===== src/rtl/load_store_unit.sv =====
// load_store_unit
//
// Initiator-side load/store unit. Takes one load or store request at a time
// from the core and sequences a word-wide, byte-addressed memory port (A, WD,
// WE, combinational RD). The port has no byte enables, so byte and halfword
// stores are done as read-modify-write. The IO word at 32'h7FFFFFFC is the
// exception: sub-word stores to it are written zero-extended, with no read.
//
// Ports:
//   CLK, nRST                  clock, asynchronous active-low reset
//   Req, IsStore, Funct3,      request strobe (sampled only when idle),
//   Addr, StoreData            direction, RISC-V width code, address, data
//   LoadData                   registered, extended load result
//   Done, Fault, Busy          completion pulse, fault flag, not-idle flag
//   A, WD, WE, RD              memory port
//
// Configuration macro:
//   LSU_ALIGN_CHECK_EN  when defined, misaligned W/H/HU accesses fault.
//                       When undefined, only illegal width codes fault.
//
// state | meaning
// ------+------------------------------------------------------------
// IDLE  | waiting for Req
// RDC   | read cycle: load capture, or merge-word capture for SB/SH
// WRC   | write cycle: WE high for exactly this one cycle
// FIN   | normal completion, Done=1
// ERR   | fault completion, Done=1 Fault=1, no write, LoadData kept

module load_store_unit (
    input  logic        CLK,
    input  logic        nRST,
    input  logic        Req,
    input  logic        IsStore,
    input  logic [2:0]  Funct3,
    input  logic [31:0] Addr,
    input  logic [31:0] StoreData,
    output logic [31:0] LoadData,
    output logic        Done,
    output logic        Busy,
    output logic        Fault,
    output logic [31:0] A,
    output logic [31:0] WD,
    output logic        WE,
    input  logic [31:0] RD
);

    localparam logic [31:0] IO_ADDR = 32'h7FFF_FFFC;

    typedef enum logic [2:0] {
        S_IDLE = 3'd0,
        S_RDC  = 3'd1,
        S_WRC  = 3'd2,
        S_FIN  = 3'd3,
        S_ERR  = 3'd4
    } state_t;

    state_t      state_q, state_d;
    logic [31:0] addr_q, addr_d;
    logic [31:0] sdata_q, sdata_d;
    logic [2:0]  funct3_q, funct3_d;
    logic        is_store_q, is_store_d;
    logic [31:0] merge_q, merge_d;
    logic [31:0] load_data_q, load_data_d;

    logic        req_illegal;
    logic        req_misaligned;
    logic [31:0] load_ext;

    // Request decode, evaluated on the live inputs while idle.
    always_comb begin
        req_illegal = 1'b0;
        if (IsStore) begin
            req_illegal = (Funct3 != 3'b000) && (Funct3 != 3'b001) && (Funct3 != 3'b010);
        end else begin
            req_illegal = (Funct3 == 3'b011) || (Funct3 == 3'b110) || (Funct3 == 3'b111);
        end
    end

`ifdef LSU_ALIGN_CHECK_EN
    always_comb begin
        req_misaligned = 1'b0;
        if (Funct3[1:0] == 2'b10) begin
            req_misaligned = (Addr[1:0] != 2'b00);
        end else if (Funct3[1:0] == 2'b01) begin
            req_misaligned = Addr[0];
        end
    end
`else
    assign req_misaligned = 1'b0;
`endif

    // Load extension from the latched width code.
    always_comb begin
        load_ext = RD;
        case (funct3_q)
            3'b000:  load_ext = {{24{RD[7]}}, RD[7:0]};
            3'b001:  load_ext = {{16{RD[15]}}, RD[15:0]};
            3'b100:  load_ext = {24'b0, RD[7:0]};
            3'b101:  load_ext = {16'b0, RD[15:0]};
            default: load_ext = RD;
        endcase
    end

    // State register and datapath flops.
    always_ff @(posedge CLK or negedge nRST) begin
        if (!nRST) begin
            state_q     <= S_IDLE;
            addr_q      <= '0;
            sdata_q     <= '0;
            funct3_q    <= '0;
            is_store_q  <= 1'b0;
            merge_q     <= '0;
            load_data_q <= '0;
        end else begin
            state_q     <= state_d;
            addr_q      <= addr_d;
            sdata_q     <= sdata_d;
            funct3_q    <= funct3_d;
            is_store_q  <= is_store_d;
            merge_q     <= merge_d;
            load_data_q <= load_data_d;
        end
    end

    // Next-state and datapath-next logic.
    always_comb begin
        state_d     = state_q;
        addr_d      = addr_q;
        sdata_d     = sdata_q;
        funct3_d    = funct3_q;
        is_store_d  = is_store_q;
        merge_d     = merge_q;
        load_data_d = load_data_q;
        case (state_q)
            S_IDLE: begin
                if (Req) begin
                    addr_d     = Addr;
                    sdata_d    = StoreData;
                    funct3_d   = Funct3;
                    is_store_d = IsStore;
                    if (req_illegal || req_misaligned) begin
                        state_d = S_ERR;
                    end else if (!IsStore) begin
                        state_d = S_RDC;
                    end else if ((Funct3 == 3'b010) || (Addr == IO_ADDR)) begin
                        state_d = S_WRC;
                    end else begin
                        state_d = S_RDC;
                    end
                end
            end
            S_RDC: begin
                if (is_store_q) begin
                    merge_d = RD;
                    state_d = S_WRC;
                end else begin
                    load_data_d = load_ext;
                    state_d     = S_FIN;
                end
            end
            S_WRC:   state_d = S_FIN;
            S_FIN:   state_d = S_IDLE;
            S_ERR:   state_d = S_IDLE;
            default: state_d = S_IDLE;
        endcase
    end

    // Output logic; memory port is parked at zero outside RDC/WRC.
    always_comb begin
        A     = '0;
        WD    = '0;
        WE    = 1'b0;
        Done  = 1'b0;
        Fault = 1'b0;
        Busy  = (state_q != S_IDLE);
        case (state_q)
            S_RDC: begin
                A = addr_q;
            end
            S_WRC: begin
                A  = addr_q;
                WE = 1'b1;
                case (funct3_q[1:0])
                    2'b00:   WD = (addr_q == IO_ADDR) ? {24'b0, sdata_q[7:0]}
                                                      : {merge_q[31:8], sdata_q[7:0]};
                    2'b01:   WD = (addr_q == IO_ADDR) ? {16'b0, sdata_q[15:0]}
                                                      : {merge_q[31:16], sdata_q[15:0]};
                    default: WD = sdata_q;
                endcase
            end
            S_FIN: begin
                Done = 1'b1;
            end
            S_ERR: begin
                Done  = 1'b1;
                Fault = 1'b1;
            end
            default: ;
        endcase
    end

    assign LoadData = load_data_q;

endmodule

===== config.mk =====
export PLATFORM = sky130hd
export DESIGN_NAME = load_store_unit
export DESIGN_NICKNAME = d
export VERILOG_FILES = /design/src/rtl/load_store_unit.sv
export SDC_FILE = /design/constraint.sdc
export NUM_CORES = 1
export LEC_CHECK = 0
export CAP_MARGIN = 20
export CORE_ASPECT_RATIO = 1.25
export CORE_MARGIN = 10
export CORE_UTILIZATION = 35
export CTS_CLUSTER_SIZE = 25
export DETAILED_ROUTE_END_ITERATION = 10
export PLACE_DENSITY_LB_ADDON = 0.15
export SLEW_MARGIN = 10
export SYNTH_ARGS = -nofsm -noshare
export SYNTH_HDL_FRONTEND = slang
export SYNTH_SLANG_ARGS = --single-unit

===== constraint.sdc =====
create_clock -name CLK -period 1.8 [get_ports CLK]
set_input_delay 0.36 -clock CLK [delete_from_list [all_inputs] [get_ports CLK]]
set_output_delay 0.36 -clock CLK [all_outputs]
set_load 0.005 [all_outputs]

# Word-level counts from Yosys, hierarchy flattened
# Index checks and enable logic that the tools add are counted.
dict set report totals {
  register_bits 135
  in_bits 103
  output_inout_bits 100
}
dict set report op_classes {
  eq_ne 17
  mux 16
  bitwise 1
  n_reduce_logical 15
}
# operator count
set ops {}
lappend ops {{2-to-1 mux 32 bit} 4}
lappend ops {{one-hot mux 32 bit (4 select lines)} 1}
lappend ops {{== test 32 x 31 -> 1 bit, second input constant} 2}
lappend ops {{one-hot mux 32 bit (2 select lines)} 1}
lappend ops {{== test 3 bit, second input constant} 5}
lappend ops {{== test 3 x 2 -> 1 bit, second input constant} 4}
lappend ops {{one-hot mux 3 bit (3 select lines)} 1}
lappend ops {{== test 3 x 1 -> 1 bit, second input constant} 2}
lappend ops {{logical NOT 3 bit} 2}
lappend ops {{2-to-1 mux 3 bit} 2}
lappend ops {{AND reduction 2 bit} 3}
lappend ops {{nonzero test 3 bit} 2}
lappend ops {{2-to-1 mux 1 bit} 5}
lappend ops {{2-to-1 mux 2 bit} 2}
lappend ops {{OR reduction 2 bit} 2}
lappend ops {{logical OR 1 bit} 3}
lappend ops {{inequality test 3 x 1 -> 1 bit, second input constant} 1}
lappend ops {{inequality test 3 x 2 -> 1 bit, second input constant} 1}
lappend ops {{== test 2 x 1 -> 1 bit, second input constant} 1}
lappend ops {{logical AND 1 bit} 2}
lappend ops {{logical NOT 2 bit} 1}
lappend ops {{inequality test 2 bit, second input constant} 1}
lappend ops {{NOT 1 bit} 1}

# Logic depth before layout (Yosys ltp)
# Gate-level depths: netlist of run 1.
dict set report depth {
  word_depth 7
  depth_mapped 6
  depth_no_buf 4
}

# Worst setup path after synthesis of run 1
# No wires, ideal clock.
dict set report synth_timing {
  path_type {register -> output}
  from {register addr_q[31]}
  to {output WD[11]}
  arrival_ps 1568
  required_ps 1440
  setup_slack_ps -128
  path_stages_with_launch 6
  n_path_buf 1
  cell_sequence {dfrtp_1 -> nand2b_1 -> or4_4 -> nor4_4 -> buf_6 -> o21ai_0}
}
dict set report synth_via {
  elab_chain_cells 4
}
# element line
set synth_lines {}
lappend synth_lines {{start, declared} 58} ;# logic [31:0] addr_q, addr_d;
lappend synth_lines {{start signal, assigned} 116} ;# addr_q <= addr_d;
lappend synth_lines {{== test 32 x 31 -> 1 bit} 184} ;# 2'b00: WD = (addr_q == IO_ADDR) ? {24'b0, sdata_q[7:0]}
lappend synth_lines {{2-to-1 mux 32 bit} 184}
lappend synth_lines {{one-hot mux 32 bit (2 select lines)} 183} ;# case (funct3_q[1:0])
lappend synth_lines {{2-to-1 mux 32 bit} 176} ;# case (state_q)
lappend synth_lines {{end, declared} 42} ;# output logic [31:0] WD,
# No other way between the ends.

# Final worst setup path of run 1
dict set report layout_timing {
  from {register addr_q[20]}
  to {output WD[28]}
}
dict set report layout_via {
  elab_chain_cells 4
  word_cells_on_any_way 5
  classes_between {eq/ne (1); mux (4)}
}
# element line
set layout_lines {}
lappend layout_lines {{== test 32 x 31 -> 1 bit (*)} {184, 186}}
lappend layout_lines {{2-to-1 mux 32 bit (on tied branches)} {186, 184}}
lappend layout_lines {{one-hot mux 32 bit (2 select lines) (*)} 183}
lappend layout_lines {{2-to-1 mux 32 bit (*)} 176}
# Mark *: on every way between the ends. The rest lies on a longest branch, timed or not.

==> results_dict.tcl, run 1 <==
set metrics [dict create \
    status "complete, but fails checks" \
    failed_checks "setup timing" \
    drive_gt1_share_pct 47.9 \
    layout_setup_ws_ns -0.826 \
    setup-violations-final 139 \
    yosys.area.top_type "dfrtp_1" \
    drtIter0Drc 353 \
    dieArea_sq_mm 0.0222 \
    grt_antenna_before_repair 1 \
    numClockSinks 127 \
    ys_async_sr_fraction_pct 100 \
    yosysWarnings 0 \
    syn_area_sq_mm 0.00581 \
    dieWidth_um 135 \
    fin_worst_skew_ns 0.00622 \
    final_common_cell "clkdlybuf4s50_1" \
    portBuffers 202 \
    wl_per_cell_um 20.8 \
    p_leak_uw 0.00464 \
    avgSynthCellArea_sq_um 11.6 \
    hold_viol 0 \
    max-slew-margin-rel_pct 66.2 \
    fin_hold_ws_ns 0.338 \
    gp_congestion 0.877 \
    crit_fanout 3 \
    reg2reg_depth 8 \
    gr-total-overflow 0 \
    crit_required_ns 1.44 \
    arrival_ns 2.27 \
    num_rows 52 \
    timing.final.crit_share_pct 146 \
    layout_common_cells "clkdlybuf4s50_1 (133), dfrtp_1 (126), buf_6 (70), mux2_4 (67), buf_4 (60)" \
    cts_tree "yes" \
    drv_slew 0 \
    post-route-min-period_ns 2.63 \
    drc 0 \
    syn_nets 602 \
    grt_usage_pct 18.2 \
    synth_top_area_share_pct 54.7 \
    crit_type "reg -> out" \
    numCtsBuffers 17 \
    rsz0062_at_grt "yes" \
    root_buffer "clkbuf_16" \
    grt_pass1_vias 5683 \
    ys.flop_type "dfrtp_1" \
    grt_pass1_wl_um 31700 \
    seq_area_frac_synth_pct 54.7 \
    drt-total-wl_um 21500 \
    fillers 1299 \
    die_y_um 164 \
    tns_ns -46.98 \
    peakVddDrop_mv 0.951 \
    fmax_ghz 0.381 \
    hold_path.class "in -> async" \
    worst_setup_path_start_kind "flip-flop" \
    clkTransAtPathRegs_ns 0.06 \
    synth_enable_flop_cells 0 \
    end_kind "output port" \
    ioPinCount 203 \
    core_area_sq_mm 0.0163 \
    r2r_setup_slack_ns -0.23 \
    ant_nets 0 \
    drtPass1Iterations 4 \
    grt_max_degree 55 \
    start_util_pct 35.7 \
    via_per_inst 5.00 \
    cts_buffer_depth 2 \
    ys_seq_elements 127 \
    cts-htree-levels 4 \
    dp_hpwl_um 13800 \
    final_nets 910 \
    netlist_instances 499 \
    worstMarginPinSlew_ns 0.493 \
    synth_area_leaders "dfrtp_1 (55%), mux2_2 (19%), and2_1 (4.2%), nand3_1 (2.8%), a21oi_1 (2.8%)" \
    ys_types 35 \
    clock_latency_ns 0.42 \
    vias 5180 \
    power_density_mw_per_mm2 1890 \
    area_delta_synth_final_pct 78.8 \
    cap_violations 0 \
]
==> per-layer routing <==
metal,wire length (um),vias up,global-route usage [%]
met5,0,-,0
met4,456,0,7.35
met3,1560,29,6.33
met2,11000,177,30.8
met1,8500,2570,20.5
li1,-,2404,-
==> metrics by stage <==
stage               total power [uW]  std cells  cell area, sq um  utilization [%]  setup slack [ns]
finish                         19600       1036             10400             63.9            -0.826
global route                   20800       1036             10400             63.9            -0.980
CTS                            18800       1029              9980             61.3            -0.872
detailed placement             13100        948              8600             52.8            -0.675
global placement               13000        948              8600             52.8            -0.663
floorplan                       8590        499              5820                -            -0.103
==> worst paths after layout <==
check                                        start                  endpoint
max in group asynchronous                     nRST    addr_q[27]$_DFFE_PN0P_
max                         addr_q[20]$_DFFE_PN0P_                    WD[28]
min reg2reg                LoadData[7]$_DFFE_PN0P_   LoadData[7]$_DFFE_PN0P_
min in group CLK           LoadData[7]$_DFFE_PN0P_   LoadData[7]$_DFFE_PN0P_
max reg2reg                 state_q[0]$_DFFE_PN0P_   sdata_q[29]$_DFFE_PN0P_
min                                           nRST  LoadData[26]$_DFFE_PN0P_
==> logic make-up after synthesis <==
logic type,after synthesis,share of synthesized area (%)
AOI/OAI and AO/OA,65,6.05
buffers and inverters,38,3.25
DFF,127,54.7
muxes,101,19.5
and+or+nand+nor,168,16.5
==> power breakdown <==
part | total [uW] | internal (uW) | switching [uW]
combinational | 10900 | 6930 | 3920
sequential | 5240 | 4340 | 894
clock | 3510 | 2210 | 1310
==> registers in the layout, summed over array words and instances, names as in the netlist <==
name,count
LoadData,32
addr_q,32
funct3_q,3
is_store_q,1
merge_q,24
sdata_q,32
state_q,3
==> what timing repair did <==
| action | CTS | global route |
|---|---|---|
| hold buffers | 1 | 0 |
| cloned | 10 | 11 |
| pin swaps | 46 | 22 |
| endpoints found under the hold margin | 13 | 0 |
| buffers inserted | 40 | 11 |
| endpoints found under the setup margin | 85 | 186 |
| gates resized for setup | 413 | 98 |
==> synthesized netlist by cell type, drive strengths merged, types with 2 or more instances <==
library cell  number
a21oi             32
a41o               3
and2              40
buf               21
clkbuf            15
dfrtp            127
inv                2
mux2             100
nand2             19
nand2b             4
nand3             33
nand3b            18
nand4             13
nor2              27
nor3b              4
nor4               3
o21ai             26
or4                2
==> worst max-delay path, cell delays in order (launching register included) <==
cell and delay [ns]:
dfrtp_1 0.35, nand4_1 0.12, or4_4 0.56, nor4_4 0.24, buf_4 0.18, buf_12 0.11
buf_8 0.10, o21ai_1 0.05, buf_2 0.13
==> area by class of cell <==
type	instances	area, sq um	area share (%)
Clock inverter	13	166	1.60
Sequential cell	127	3180	30.6
Clock buffer	18	439	4.23
Inverter	2	7.51	0.0722
Tap cell	216	270	2.60
Timing Repair Buffer	323	3350	32.3
Multi-Input combinational cell	336	2970	28.6
Antenna cell	1	2.50	0.0241
(Power assumes the default switching activity.)
==> run 2: changes to the inputs <==
--- a/config.mk
+++ b/config.mk
@@ -5,6 +5,7 @@
 export SDC_FILE = /design/constraint.sdc
 export NUM_CORES = 1
 export LEC_CHECK = 0
+export ABC_AREA = 1
 export CAP_MARGIN = 20
 export CORE_ASPECT_RATIO = 1.25
 export CORE_MARGIN = 10
@@ -12,6 +13,7 @@
 export CTS_CLUSTER_SIZE = 25
 export DETAILED_ROUTE_END_ITERATION = 10
 export PLACE_DENSITY_LB_ADDON = 0.15
+export SETUP_SLACK_MARGIN = 0.1
 export SLEW_MARGIN = 10
 export SYNTH_ARGS = -nofsm -noshare
 export SYNTH_HDL_FRONTEND = slang
==> run 2 against run 1 <==
  * The flow still finishes with violations (setup timing)
  * Worst hold slack better by 0.076 ns
  * Sequential power fell by 2%
  * Sequential share of layout area is 1.5 points higher
  * First-iteration DRC count shrank 49%
  * Clock skew grew 0.0017 ns
  * Global-route usage decreased by 0.45 points
  * Maximum frequency up 15%
  * Count of clock-buffer cells in the layout grew 3
  * Non-clock buffer count is 37 lower
  * Largest cell class is now sequential cells
==> results_dict.tcl, run 2 <==
set metrics [dict create \
    numClockSinks 127 \
    numCtsBuffers 17 \
    worstMarginPinSlew_ns 0.365 \
    r2r_setup_slack_ns 0.21 \
    final_nets 1071 \
    clkTransAtPathRegs_ns 0.06 \
    synth_mux_area_share_pct 4.68 \
    synth_most_common_cell "nand2_1" \
    start_util_pct 35.7 \
    fin_worst_skew_ns 0.00790 \
    grt_pass1_vias 5808 \
    hold_path.class "in -> async" \
    drive_gt1_share_pct 33.3 \
    grt_pass1_wl_um 30900 \
    hold_viol 0 \
    layout_common_cells "nand2_1 (205), clkdlybuf4s50_1 (130), dfrtp_1 (127), buf_2 (61), o21ai_0 (55)" \
    combPwrFrac_pct 50.8 \
    drc 0 \
    ioPinCount 203 \
    synthTopCellsByCount "nand2_1 (233), dfrtp_1 (127), nor2_1 (84), o21ai_0 (65), inv_1 (50)" \
    synth_enable_flop_cells 0 \
    synth-simple-area-share_pct 23.0 \
    r2r_end "merge_q[20]$_DFFE_PN0P_" \
    grt_max_degree 49 \
    synth_top_area_share_pct 55.0 \
    area_delta_synth_final_pct 71.6 \
    worst_setup_path_start_kind "flip-flop" \
    grt_usage_pct 17.8 \
    p_int_uw 11100 \
    setup-violations-final 68 \
    arrival_ns 1.92 \
    crit_fanout 7 \
    cts-htree-levels 4 \
    max-slew-margin-rel_pct 75.7 \
    layout_setup_ws_ns -0.475 \
    synth_top_family_by_area "simple AND/OR/NAND/NOR gates" \
    status "complete, but fails checks" \
    drt-total-wl_um 19600 \
    die_y_um 164 \
    netlist_instances 697 \
    seq_area_frac_synth_pct 55.0 \
    ant_nets 0 \
    synth_fa_ha_area_share_pct 0 \
    vias 5501 \
    dieWidth_um 135 \
    r2r-start "state_q[2]$_DFFE_PN0P_" \
    fin_cells 1199 \
    ys.flop_type "dfrtp_1" \
    gp_congestion 0.778 \
    num_rows 52 \
    clock_latency_ns 0.41 \
    via_per_inst 4.59 \
    yosysWarnings 0 \
    core_area_sq_mm 0.0162 \
    drtIter0Drc 179 \
    synth_xor_xnor_area_share_pct 0 \
    end_kind "output port" \
    ys_seq_elements 127 \
    dp_hpwl_um 13700 \
    ys_async_sr_fraction_pct 100 \
    synth_compound_area_share_pct 10.5 \
    synth_area_leaders "dfrtp_1 (55%), nand2_1 (15%), o21ai_0 (5.6%), nor2_1 (5.5%), mux2_2 (4.5%)" \
    syn_area_sq_mm 0.00578 \
    drv_slew 0 \
    wl_per_cell_um 16.3 \
    total_power_uw 17500 \
    drtPass1Iterations 4 \
    p_sw_uw 6350 \
    syn_nets 800 \
    power_density_mw_per_mm2 1760 \
    clock_power_share_pct 20.0 \
    post-route-min-period_ns 2.28 \
    cap_violations 0 \
    yosys.area.top_type "dfrtp_1" \
    failed_checks "setup timing" \
    pwr-share-seq_pct 29.3 \
    rsz0062_at_grt "yes" \
    tns_ns -22.55 \
    peakVddDrop_mv 1.16 \
    fmax_ghz 0.440 \
    cts_tree "yes" \
    reg2reg_depth 7 \
    final_common_cell "nand2_1" \
    timing.final.crit_share_pct 126 \
    gr-total-overflow 0 \
    dp_slack_ns -0.359 \
    crit_type "reg -> out" \
    grt_antenna_before_repair 4 \
    p_leak_uw 0.00457 \
    avgSynthCellArea_sq_um 8.29 \
    crit_start "state_q[2]$_DFFE_PN0P_" \
    switching_share_pct 36.3 \
    ys_types 22 \
    dp.cells 1134 \
    crit_required_ns 1.44 \
    cts_buffer_depth 2 \
    portBuffers 202 \
    root_buffer "clkbuf_16" \
    dieArea_sq_mm 0.0221 \
]
-- run 2: cell count changes in the layout (fill, tap and decap cells not counted), sizes merged, moves of 40 or more --
cell   change
nor2      +62
mux2      -76
o21ai     +42
and2      -40
nand2    +214
inv       +53
-- run 2: worst max-delay path, cell delays in order (launching register included) --
cell and delay [ns]:
dfrtp_1 0.40, nor2_4 0.13, inv_2 0.05, nor2_4 0.15, inv_4 0.06, nand2_4 0.08, inv_8 0.06, buf_12 0.13
buf_12 0.13, buf_12 0.13, nor2_4 0.07, buf_2 0.11
-- run 2: through the flow --
stage,hold slack (ns),utilization (%),cell area [sq um]
2_1_floorplan,0.0644,-,5780
3_3_place_gp,0.286,52.1,8440
3_5_place_dp,0.291,52.1,8440
4_1_cts,0.409,59.3,9610
5_1_grt,0.433,61.2,9910
6_report,0.414,61.2,9920
-- run 2: logic make-up after synthesis --
group	after synthesis
buffers and inverters	91
AO/OA/AOI/OAI	119
flip-flops	127
AND/OR/NAND/NOR	336
multiplexers	24
-- run 2: what timing repair did --
item                                   CTS  global route
endpoints found under the hold margin   32             0
buffers inserted                        16             6
setup endpoints to repair               68           110
gates resized for setup                410            70
pin swaps                               26            12
hold buffers                             1             0
gates cloned                             9             2
-- run 2: per-layer routing --
metal	track usage, %	share of wire (%)
met5	0	0.23
met4	7.33	2.4
met3	7.07	7.5
met2	29.4	49
met1	19.9	41
-- run 2: cell type report --
type                            count  area [sq um]
Fill cell                        1400          6280
Sequential cell                   127          3180
Timing Repair Buffer              286          2860
Multi-Input combinational cell    479          2770
Clock buffer                       21           460
Tap cell                          216           270
Inverter                           57           234
Clock inverter                     11           139
Antenna cell                        2          5.00
-- run 2: worst max-delay path by stage --
stage               endpoint  slack (ns)  cells after the start
finish                  A[5]       -0.48                     11
global route            A[5]       -0.56                     11
CTS                   WD[28]       -0.53                     10
detailed placement    WD[17]       -0.36                     10
global placement      WD[17]       -0.37                     10
floorplan             WD[15]        0.25                      5
-- run 2: power by group through the flow --
stage	logic (uW)	clock network (uW)	registers [uW]
floorplan	3250	0	4870
global placement	6970	0	4970
detailed placement	6990	0	5020
CTS	8450	3560	5050
global route	9740	3700	5300
finish	8880	3490	5120
